### config.mk
export PLATFORM = sky130hd
export DESIGN_NAME = sram_cache_ctrl_flat
export DESIGN_NICKNAME = d
export VERILOG_FILES = /design/src/rtl/sram_cache_ctrl_if.sv /design/src/rtl/sram_cache_ctrl.sv /design/src/flat_wrapper.sv
export SDC_FILE = /design/constraint.sdc
export NUM_CORES = 1
export LEC_CHECK = 0
export CAP_MARGIN = 40
export CORE_MARGIN = 3
export CORE_UTILIZATION = 47
export DETAILED_ROUTE_END_ITERATION = 6
export PLACE_DENSITY = 0.8
export SYNTH_ARGS = -nofsm -noshare
export SYNTH_HDL_FRONTEND = slang
export SYNTH_SLANG_ARGS = --single-unit
### constraint.sdc
create_clock -name i_ck -period 3.9 [get_ports i_ck]
set_input_delay 0.78 -clock i_ck [delete_from_list [all_inputs] [get_ports i_ck]]
set_output_delay 0.78 -clock i_ck [all_outputs]
set_load 0.03 [all_outputs]
### src/rtl/sram_cache_ctrl_if.sv
// CPU, backing-memory and tag/data SRAM signals of the cache controller.
// The slave modport is the controller's view; master is the surrounding system.
interface sram_cache_ctrl_if #(
  parameter int ADDR_WIDTH  = 30,
  parameter int DATA_WIDTH  = 32,
  parameter int INDEX_WIDTH = 6
);
  localparam int TAG_WIDTH = ADDR_WIDTH - INDEX_WIDTH;

  logic                   i_flush;
  logic                   i_cpu_req;
  logic                   i_cpu_we;
  logic [ADDR_WIDTH-1:0]  i_cpu_addr;
  logic [DATA_WIDTH-1:0]  i_cpu_wdata;
  logic [DATA_WIDTH-1:0]  o_cpu_rdata;
  logic                   o_cpu_ack;
  logic                   o_mem_req;
  logic                   o_mem_we;
  logic [ADDR_WIDTH-1:0]  o_mem_addr;
  logic [DATA_WIDTH-1:0]  o_mem_wdata;
  logic [DATA_WIDTH-1:0]  i_mem_rdata;
  logic                   i_mem_ack;
  logic [INDEX_WIDTH-1:0] o_dat_addr;
  logic                   o_dat_we;
  logic [DATA_WIDTH-1:0]  o_dat_w;
  logic [DATA_WIDTH-1:0]  i_dat_r;
  logic [INDEX_WIDTH-1:0] o_tag_addr;
  logic                   o_tag_we;
  logic [TAG_WIDTH-1:0]   o_tag_w;
  logic [TAG_WIDTH-1:0]   i_tag_r;

  modport slave (
    input  i_flush, i_cpu_req, i_cpu_we, i_cpu_addr, i_cpu_wdata,
    output o_cpu_rdata, o_cpu_ack,
    output o_mem_req, o_mem_we, o_mem_addr, o_mem_wdata,
    input  i_mem_rdata, i_mem_ack,
    output o_dat_addr, o_dat_we, o_dat_w,
    input  i_dat_r,
    output o_tag_addr, o_tag_we, o_tag_w,
    input  i_tag_r
  );

  modport master (
    output i_flush, i_cpu_req, i_cpu_we, i_cpu_addr, i_cpu_wdata,
    input  o_cpu_rdata, o_cpu_ack,
    input  o_mem_req, o_mem_we, o_mem_addr, o_mem_wdata,
    output i_mem_rdata, i_mem_ack,
    input  o_dat_addr, o_dat_we, o_dat_w,
    output i_dat_r,
    input  o_tag_addr, o_tag_we, o_tag_w,
    output i_tag_r
  );
endinterface

### src/rtl/sram_cache_ctrl.sv
// Direct-mapped write-through, no-write-allocate cache controller; read hit acks 2 cycles after accept.
// Misses and all writes stall the CPU (no ack) until the backing memory acks; CPU holds its request meanwhile.
module sram_cache_ctrl #(
  parameter int ADDR_WIDTH  = 30,
  parameter int DATA_WIDTH  = 32,
  parameter int INDEX_WIDTH = 6
) (
  input logic               i_ck,
  input logic               i_rst_n,
  sram_cache_ctrl_if.slave  bus
);
  localparam int TAG_WIDTH = ADDR_WIDTH - INDEX_WIDTH;
  localparam int LINES     = 1 << INDEX_WIDTH;

  typedef enum logic [1:0] {IDLE, LOOKUP, REFILL, WRMEM} state_t;

  state_t                 state, state_nxt;
  logic [LINES-1:0]       valid;
  logic [ADDR_WIDTH-1:0]  req_addr;
  logic                   req_we;
  logic [DATA_WIDTH-1:0]  req_wdata;
  logic [INDEX_WIDTH-1:0] req_index;
  logic [TAG_WIDTH-1:0]   req_tag;
  logic                   accept;
  logic                   hit;

  assign req_index = req_addr[INDEX_WIDTH-1:0];
  assign req_tag   = req_addr[ADDR_WIDTH-1:INDEX_WIDTH];
  // The ack cycle still sees the old request held high, so it is never taken as a new one.
  assign accept = i_rst_n && (state == IDLE) && !bus.i_flush && bus.i_cpu_req && !bus.o_cpu_ack;
  assign hit    = valid[req_index] && (bus.i_tag_r == req_tag);

  always_comb begin
    state_nxt      = state;
    bus.o_dat_addr = '0;
    bus.o_dat_we   = 1'b0;
    bus.o_dat_w    = '0;
    bus.o_tag_addr = '0;
    bus.o_tag_we   = 1'b0;
    bus.o_tag_w    = '0;
    case (state)
      IDLE: begin
        if (accept) begin
          bus.o_dat_addr = bus.i_cpu_addr[INDEX_WIDTH-1:0];
          bus.o_tag_addr = bus.i_cpu_addr[INDEX_WIDTH-1:0];
          state_nxt      = LOOKUP;
        end
      end
      LOOKUP: begin
        bus.o_dat_addr = req_index;
        bus.o_tag_addr = req_index;
        if (req_we) begin
          if (hit) begin
            bus.o_dat_we = 1'b1;
            bus.o_dat_w  = req_wdata;
          end
          state_nxt = WRMEM;
        end else begin
          state_nxt = hit ? IDLE : REFILL;
        end
      end
      REFILL: begin
        if (bus.i_mem_ack) begin
          bus.o_dat_addr = req_index;
          bus.o_dat_we   = 1'b1;
          bus.o_dat_w    = bus.i_mem_rdata;
          bus.o_tag_addr = req_index;
          bus.o_tag_we   = 1'b1;
          bus.o_tag_w    = req_tag;
          state_nxt      = IDLE;
        end
      end
      WRMEM: begin
        if (bus.i_mem_ack) state_nxt = IDLE;
      end
      default: state_nxt = IDLE;
    endcase
  end

  always_ff @(posedge i_ck or negedge i_rst_n) begin
    if (!i_rst_n) begin
      state           <= IDLE;
      valid           <= '0;
      req_addr        <= '0;
      req_we          <= 1'b0;
      req_wdata       <= '0;
      bus.o_cpu_ack   <= 1'b0;
      bus.o_cpu_rdata <= '0;
      bus.o_mem_req   <= 1'b0;
      bus.o_mem_we    <= 1'b0;
      bus.o_mem_addr  <= '0;
      bus.o_mem_wdata <= '0;
    end else begin
      state         <= state_nxt;
      bus.o_cpu_ack <= 1'b0;
      if (state == IDLE && bus.i_flush) valid <= '0;
      if (accept) begin
        req_addr  <= bus.i_cpu_addr;
        req_we    <= bus.i_cpu_we;
        req_wdata <= bus.i_cpu_wdata;
      end
      case (state)
        LOOKUP: begin
          if (!req_we && hit) begin
            bus.o_cpu_ack   <= 1'b1;
            bus.o_cpu_rdata <= bus.i_dat_r;
          end else begin
            // Memory request is launched from a register so it stays stable until acked.
            bus.o_mem_req   <= 1'b1;
            bus.o_mem_we    <= req_we;
            bus.o_mem_addr  <= req_addr;
            bus.o_mem_wdata <= req_we ? req_wdata : '0;
          end
        end
        REFILL: begin
          if (bus.i_mem_ack) begin
            bus.o_mem_req    <= 1'b0;
            valid[req_index] <= 1'b1;
            bus.o_cpu_ack    <= 1'b1;
            bus.o_cpu_rdata  <= bus.i_mem_rdata;
          end
        end
        WRMEM: begin
          if (bus.i_mem_ack) begin
            bus.o_mem_req <= 1'b0;
            bus.o_mem_we  <= 1'b0;
            bus.o_cpu_ack <= 1'b1;
          end
        end
        default: ;
      endcase
    end
  end
endmodule

### src/flat_wrapper.sv
// flat-port wrapper written by rule: the top's interface ports become plain ports
module sram_cache_ctrl_flat 
#(
  parameter int ADDR_WIDTH  = 30,
  parameter int DATA_WIDTH  = 32,
  parameter int INDEX_WIDTH = 6
)
  (i_ck, i_rst_n, bus_i_flush, bus_i_cpu_req, bus_i_cpu_we, bus_i_cpu_addr, bus_i_cpu_wdata, bus_o_cpu_rdata, bus_o_cpu_ack, bus_o_mem_req, bus_o_mem_we, bus_o_mem_addr, bus_o_mem_wdata, bus_i_mem_rdata, bus_i_mem_ack, bus_o_dat_addr, bus_o_dat_we, bus_o_dat_w, bus_i_dat_r, bus_o_tag_addr, bus_o_tag_we, bus_o_tag_w, bus_i_tag_r);
  sram_cache_ctrl_if #(.ADDR_WIDTH(ADDR_WIDTH), .DATA_WIDTH(DATA_WIDTH), .INDEX_WIDTH(INDEX_WIDTH)) bus_i ();
  input logic i_ck;
  input logic i_rst_n;
  input wire logic [$bits(bus_i.i_flush)-1:0] bus_i_flush;
  input wire logic [$bits(bus_i.i_cpu_req)-1:0] bus_i_cpu_req;
  input wire logic [$bits(bus_i.i_cpu_we)-1:0] bus_i_cpu_we;
  input wire logic [$bits(bus_i.i_cpu_addr)-1:0] bus_i_cpu_addr;
  input wire logic [$bits(bus_i.i_cpu_wdata)-1:0] bus_i_cpu_wdata;
  output wire logic [$bits(bus_i.o_cpu_rdata)-1:0] bus_o_cpu_rdata;
  output wire logic [$bits(bus_i.o_cpu_ack)-1:0] bus_o_cpu_ack;
  output wire logic [$bits(bus_i.o_mem_req)-1:0] bus_o_mem_req;
  output wire logic [$bits(bus_i.o_mem_we)-1:0] bus_o_mem_we;
  output wire logic [$bits(bus_i.o_mem_addr)-1:0] bus_o_mem_addr;
  output wire logic [$bits(bus_i.o_mem_wdata)-1:0] bus_o_mem_wdata;
  input wire logic [$bits(bus_i.i_mem_rdata)-1:0] bus_i_mem_rdata;
  input wire logic [$bits(bus_i.i_mem_ack)-1:0] bus_i_mem_ack;
  output wire logic [$bits(bus_i.o_dat_addr)-1:0] bus_o_dat_addr;
  output wire logic [$bits(bus_i.o_dat_we)-1:0] bus_o_dat_we;
  output wire logic [$bits(bus_i.o_dat_w)-1:0] bus_o_dat_w;
  input wire logic [$bits(bus_i.i_dat_r)-1:0] bus_i_dat_r;
  output wire logic [$bits(bus_i.o_tag_addr)-1:0] bus_o_tag_addr;
  output wire logic [$bits(bus_i.o_tag_we)-1:0] bus_o_tag_we;
  output wire logic [$bits(bus_i.o_tag_w)-1:0] bus_o_tag_w;
  input wire logic [$bits(bus_i.i_tag_r)-1:0] bus_i_tag_r;
  assign bus_i.i_flush = bus_i_flush;
  assign bus_i.i_cpu_req = bus_i_cpu_req;
  assign bus_i.i_cpu_we = bus_i_cpu_we;
  assign bus_i.i_cpu_addr = bus_i_cpu_addr;
  assign bus_i.i_cpu_wdata = bus_i_cpu_wdata;
  assign bus_o_cpu_rdata = bus_i.o_cpu_rdata;
  assign bus_o_cpu_ack = bus_i.o_cpu_ack;
  assign bus_o_mem_req = bus_i.o_mem_req;
  assign bus_o_mem_we = bus_i.o_mem_we;
  assign bus_o_mem_addr = bus_i.o_mem_addr;
  assign bus_o_mem_wdata = bus_i.o_mem_wdata;
  assign bus_i.i_mem_rdata = bus_i_mem_rdata;
  assign bus_i.i_mem_ack = bus_i_mem_ack;
  assign bus_o_dat_addr = bus_i.o_dat_addr;
  assign bus_o_dat_we = bus_i.o_dat_we;
  assign bus_o_dat_w = bus_i.o_dat_w;
  assign bus_i.i_dat_r = bus_i_dat_r;
  assign bus_o_tag_addr = bus_i.o_tag_addr;
  assign bus_o_tag_we = bus_i.o_tag_we;
  assign bus_o_tag_w = bus_i.o_tag_w;
  assign bus_i.i_tag_r = bus_i_tag_r;
  sram_cache_ctrl #(.ADDR_WIDTH(ADDR_WIDTH), .DATA_WIDTH(DATA_WIDTH), .INDEX_WIDTH(INDEX_WIDTH)) u_core (.i_ck(i_ck), .i_rst_n(i_rst_n), .bus(bus_i));
endmodule
==> metrics.md <==
| Metric | Value |
|---|---|
| Crit-path cells | buf_12, nor2b_1, buf_4, a221oi_1, a21oi_1, o21ai_0, nor4b_4, buf_4, nor3_4, buf_12, buf_8, a22o_1, buf_6 |
| Overflow after GRT | 0 |
| Post-route setup TNS | -5.82 ns |
| Routability congestion estimate | 0.899 |
| Least-Margin Pin Slew | 0.769 ns |
| Setup crit end kind | output pin |
| Final setup vio count | 33 |
| Skew final | 0.0129 ns |
| Pre-CTS WS | -0.0506 ns |
| Detail Route Antenna Nets | 0 |
| Distinct cells, synth | 54 |
| Bufs and invs on worst path | 6 |
| Post-DP Area | 0.0140 mm^2 |
| Vias per Instance | 5.66 |
| Post-route cell area | 0.0152 mm^2 |
| Clk_lat worst skew | 0.52 ns |
| Power Density | 777 mW/mm^2 |
| CTS tree | done |
| Synth Warn # | 0 |
| Mean post-synth cell area | 10.9 um^2 |
| RSZ-0062 raised after global routing | true |
| Nets@finish | 1455 |
| Number of synthesized flops with an enable pin | 0 |
| Leak Pwr | 6.97 nW |
| CTS Buffer Depth | 3 |
| Vias in the first global route | 8914 |
| Commonest non-fill, non-tap cell in the layout | clkdlybuf4s50_1 |
| Initial antenna violation count | 1 |
| Post-route DRC | 0 |
| Clock Sinks | 226 |
| Async set-reset flop share out of synthesis | 100% |
| Required @ worst endpoint | 3.12 ns |
| Area of the core | 0.0219 mm^2 |
| Hold Crit Class | in2async |
| Half-perimeter wire length after placement | 24600 um |
| Chip width | 155 um |
| Synth Flop Type | dfrtp_1 |
| Yosys reg bits | 226 |
| Die area | 0.0241 mm^2 |
| Family with the most delay on the worst path | buffers and inverters |
| Sequential fraction of the synthesis area | 53.9% |
| First-pass GRT wire length | 51900 um |
| Worst hold margin | 0.131 ns |
| Status | finished with violations |
| Die H | 155 um |
| I/O pin count | 323 |
| Largest net degree at the start of global routing | 62 |
| Fin crit share | 105% |
| TritonRoute pass-1 iters | 5 |
| Violated checks | setup timing |
| 1st-iter DRT viols | 691 |
| FMAX | 244 MHz |
| Most frequent cells in the layout | clkdlybuf4s50_1 (275), nand2_1 (247), dfrtp_1 (223) |
| Delay of the slowest critical-path stage | 0.51 ns |
| Crit-path max FO | 8 |
| Max Cap Viol | 0 |
| Area Growth Syn to Fin | 44.7% |
| Critical path type | reg2out |
| ANT cells | 0 |
| Share of layout cells above drive strength 1 | 17.2% |
| Num CTS Buffers | 25 |
| Main area contributors after synthesis | dfrtp_1 (54%), nand2_1 (8.9%), a22o_1 (7.9%) |
| Critical path's slowest cell | dfrtp_2 |
| Initial core utilization | 47.9% |
| Fin. max-slew vios | 0 |
| Synthesized net count | 1126 |
| Post-synthesis cell count | 964 |
| Root buffer cell | clkbuf_16 |
| Final wirelength | 34200 um |
| Share of the synthesized area in the top cell type | 53.9% |
| Max-slew headroom at the worst pin | 48.3% |
| Floorplan row count | 54 |
| Critical path arrival | 3.32 ns |
| Cell accounting for the most synthesized area | dfrtp_1 |
| Reg clk slew, reported paths | 0.06 ns |
| Worst Slack Setup Final | -0.204 ns |
| Min cycle time layout | 4.10 ns |
| Max IR drop VDD | 0.000406 V |
| Synth Cell Area | 0.0105 mm^2 |
| H-tree level count | 1 |
| Routed WL per cell | 21.5 um |
| Total track usage | 27.2% |
| Fin. Hold Viols | 0 |
| # port buffers | 322 |
| Vias | 8997 |
| Final cell count without fillers | 1590 |
| Crit start category | flip-flop |
| Cells after DPL | 1534 |
layout make-up:
type,instances,area [um^2]
repair buffers,376,3750
inverters,7,26.3
well taps,280,350
clock inverters,10,133
multi-input cells,657,4530
clock buffers,34,709
flip-flops and latches,226,5660
fillers,1575,6720
worst register-to-register path, cell delays in order, from the launching register on:
cell and delay, ns:
dfrtp_2 0.51, buf_12 0.18, buf_4 0.14, or3b_2 0.44
a21oi_1 0.16, o21ai_1 0.09, o221ai_2 0.11, nor4b_4 0.08
buf_4 0.17, buf_4 0.17, o21ai_4 0.44, buf_4 0.31
mux2_4 0.32
state kept, by name (all words and copies together), names as in the netlist:
signal	count
u_core.req_addr	30
u_core.bus.o_mem_we	1
u_core.bus.o_cpu_rdata	32
u_core.bus.o_mem_req	1
u_core.valid	64
u_core.state	2
u_core.req_we	1
u_core.bus.o_cpu_ack	1
u_core.bus.o_mem_wdata	32
u_core.bus.o_mem_addr	30
u_core.req_wdata	32
routing by layer:
metal | up-vias | track usage [%] | wire (um)
li1 | 4044 | - | -
met1 | 4472 | 34.8 | 13200
met2 | 402 | 44.4 | 16700
met3 | 77 | 8.46 | 3210
met4 | 2 | 8.71 | 1160
met5 | - | 0 | 13
synthesized netlist by cell type, drive strengths merged, types with 2 or more instances:
cell      n
o22ai     2
a211o     2
a21oi    12
buf      29
o22a      3
nand3     8
mux4      2
nor4      4
dfrtp   226
xor2      8
a221oi   11
a32o      3
nor3b     2
a22o     94
o31ai     3
or3b      4
and2      3
nand4     4
o21ai    41
nand3b    4
mux2     96
ha        6
xnor2    16
nor2     10
clkbuf   45
nand2   249
mux2i     6
nor2b     7
inv       7
nor3     10
o211ai    2
and3     26
or2       3
a22oi     3
o32ai     2
path summary, 6_finish.rpt:
kind	startpoint	endpoint	slack, ns	cells past startpoint
setup reg to reg	u_core.req_addr[0]	u_core.bus.o_mem_addr[16]	0.66	12
setup / recovery	u_core.req_addr[0]	bus_o_dat_w[2]	-0.20	13
hold / removal	i_rst_n	u_core.bus.o_cpu_ack	0.13	1
min in group i_ck	u_core.bus.o_cpu_rdata[12]	u_core.bus.o_cpu_rdata[12]	0.48	1
hold reg to reg	u_core.bus.o_cpu_rdata[12]	u_core.bus.o_cpu_rdata[12]	0.48	1
max in group asynchronous	i_rst_n	u_core.bus.o_mem_wdata[2]	2.07	4
through the flow:
step	utilization, %	total power [mW]
after floorplan	-	6.87
after global placement	63.7	9.06
after detailed placement	64.0	9.17
after CTS	68.0	11.7
after global routing	69.3	12.3
final	69.3	11.8
where the power goes:
| group | switching, mW | internal (mW) | total [mW] |
|---|---|---|---|
| registers | 0.818 | 3.18 | 4.00 |
| logic | 3.01 | 2.37 | 5.37 |
| clock network | 0.949 | 1.47 | 2.42 |
| total | 4.77 | 7.01 | 11.8 |
timing repair:
action / in CTS / in global routing
gates resized for setup: 7 / 51
setup endpoints to repair: 33 / 33
hold buffers: 0 / 0
cloned: 0 / 1
setup buffers: 2 / 9
pin swaps: 2 / 5
cells by family after synthesis:
kind of cell    synth area share, %
simple gates                   14.3
buf+inv                        3.69
fa+ha+maj                     0.716
compound gates                 13.4
xor+xnor                       2.00
mux                            12.0
flops                          53.9
No activity file was read; power rests on OpenSTA's default activity.
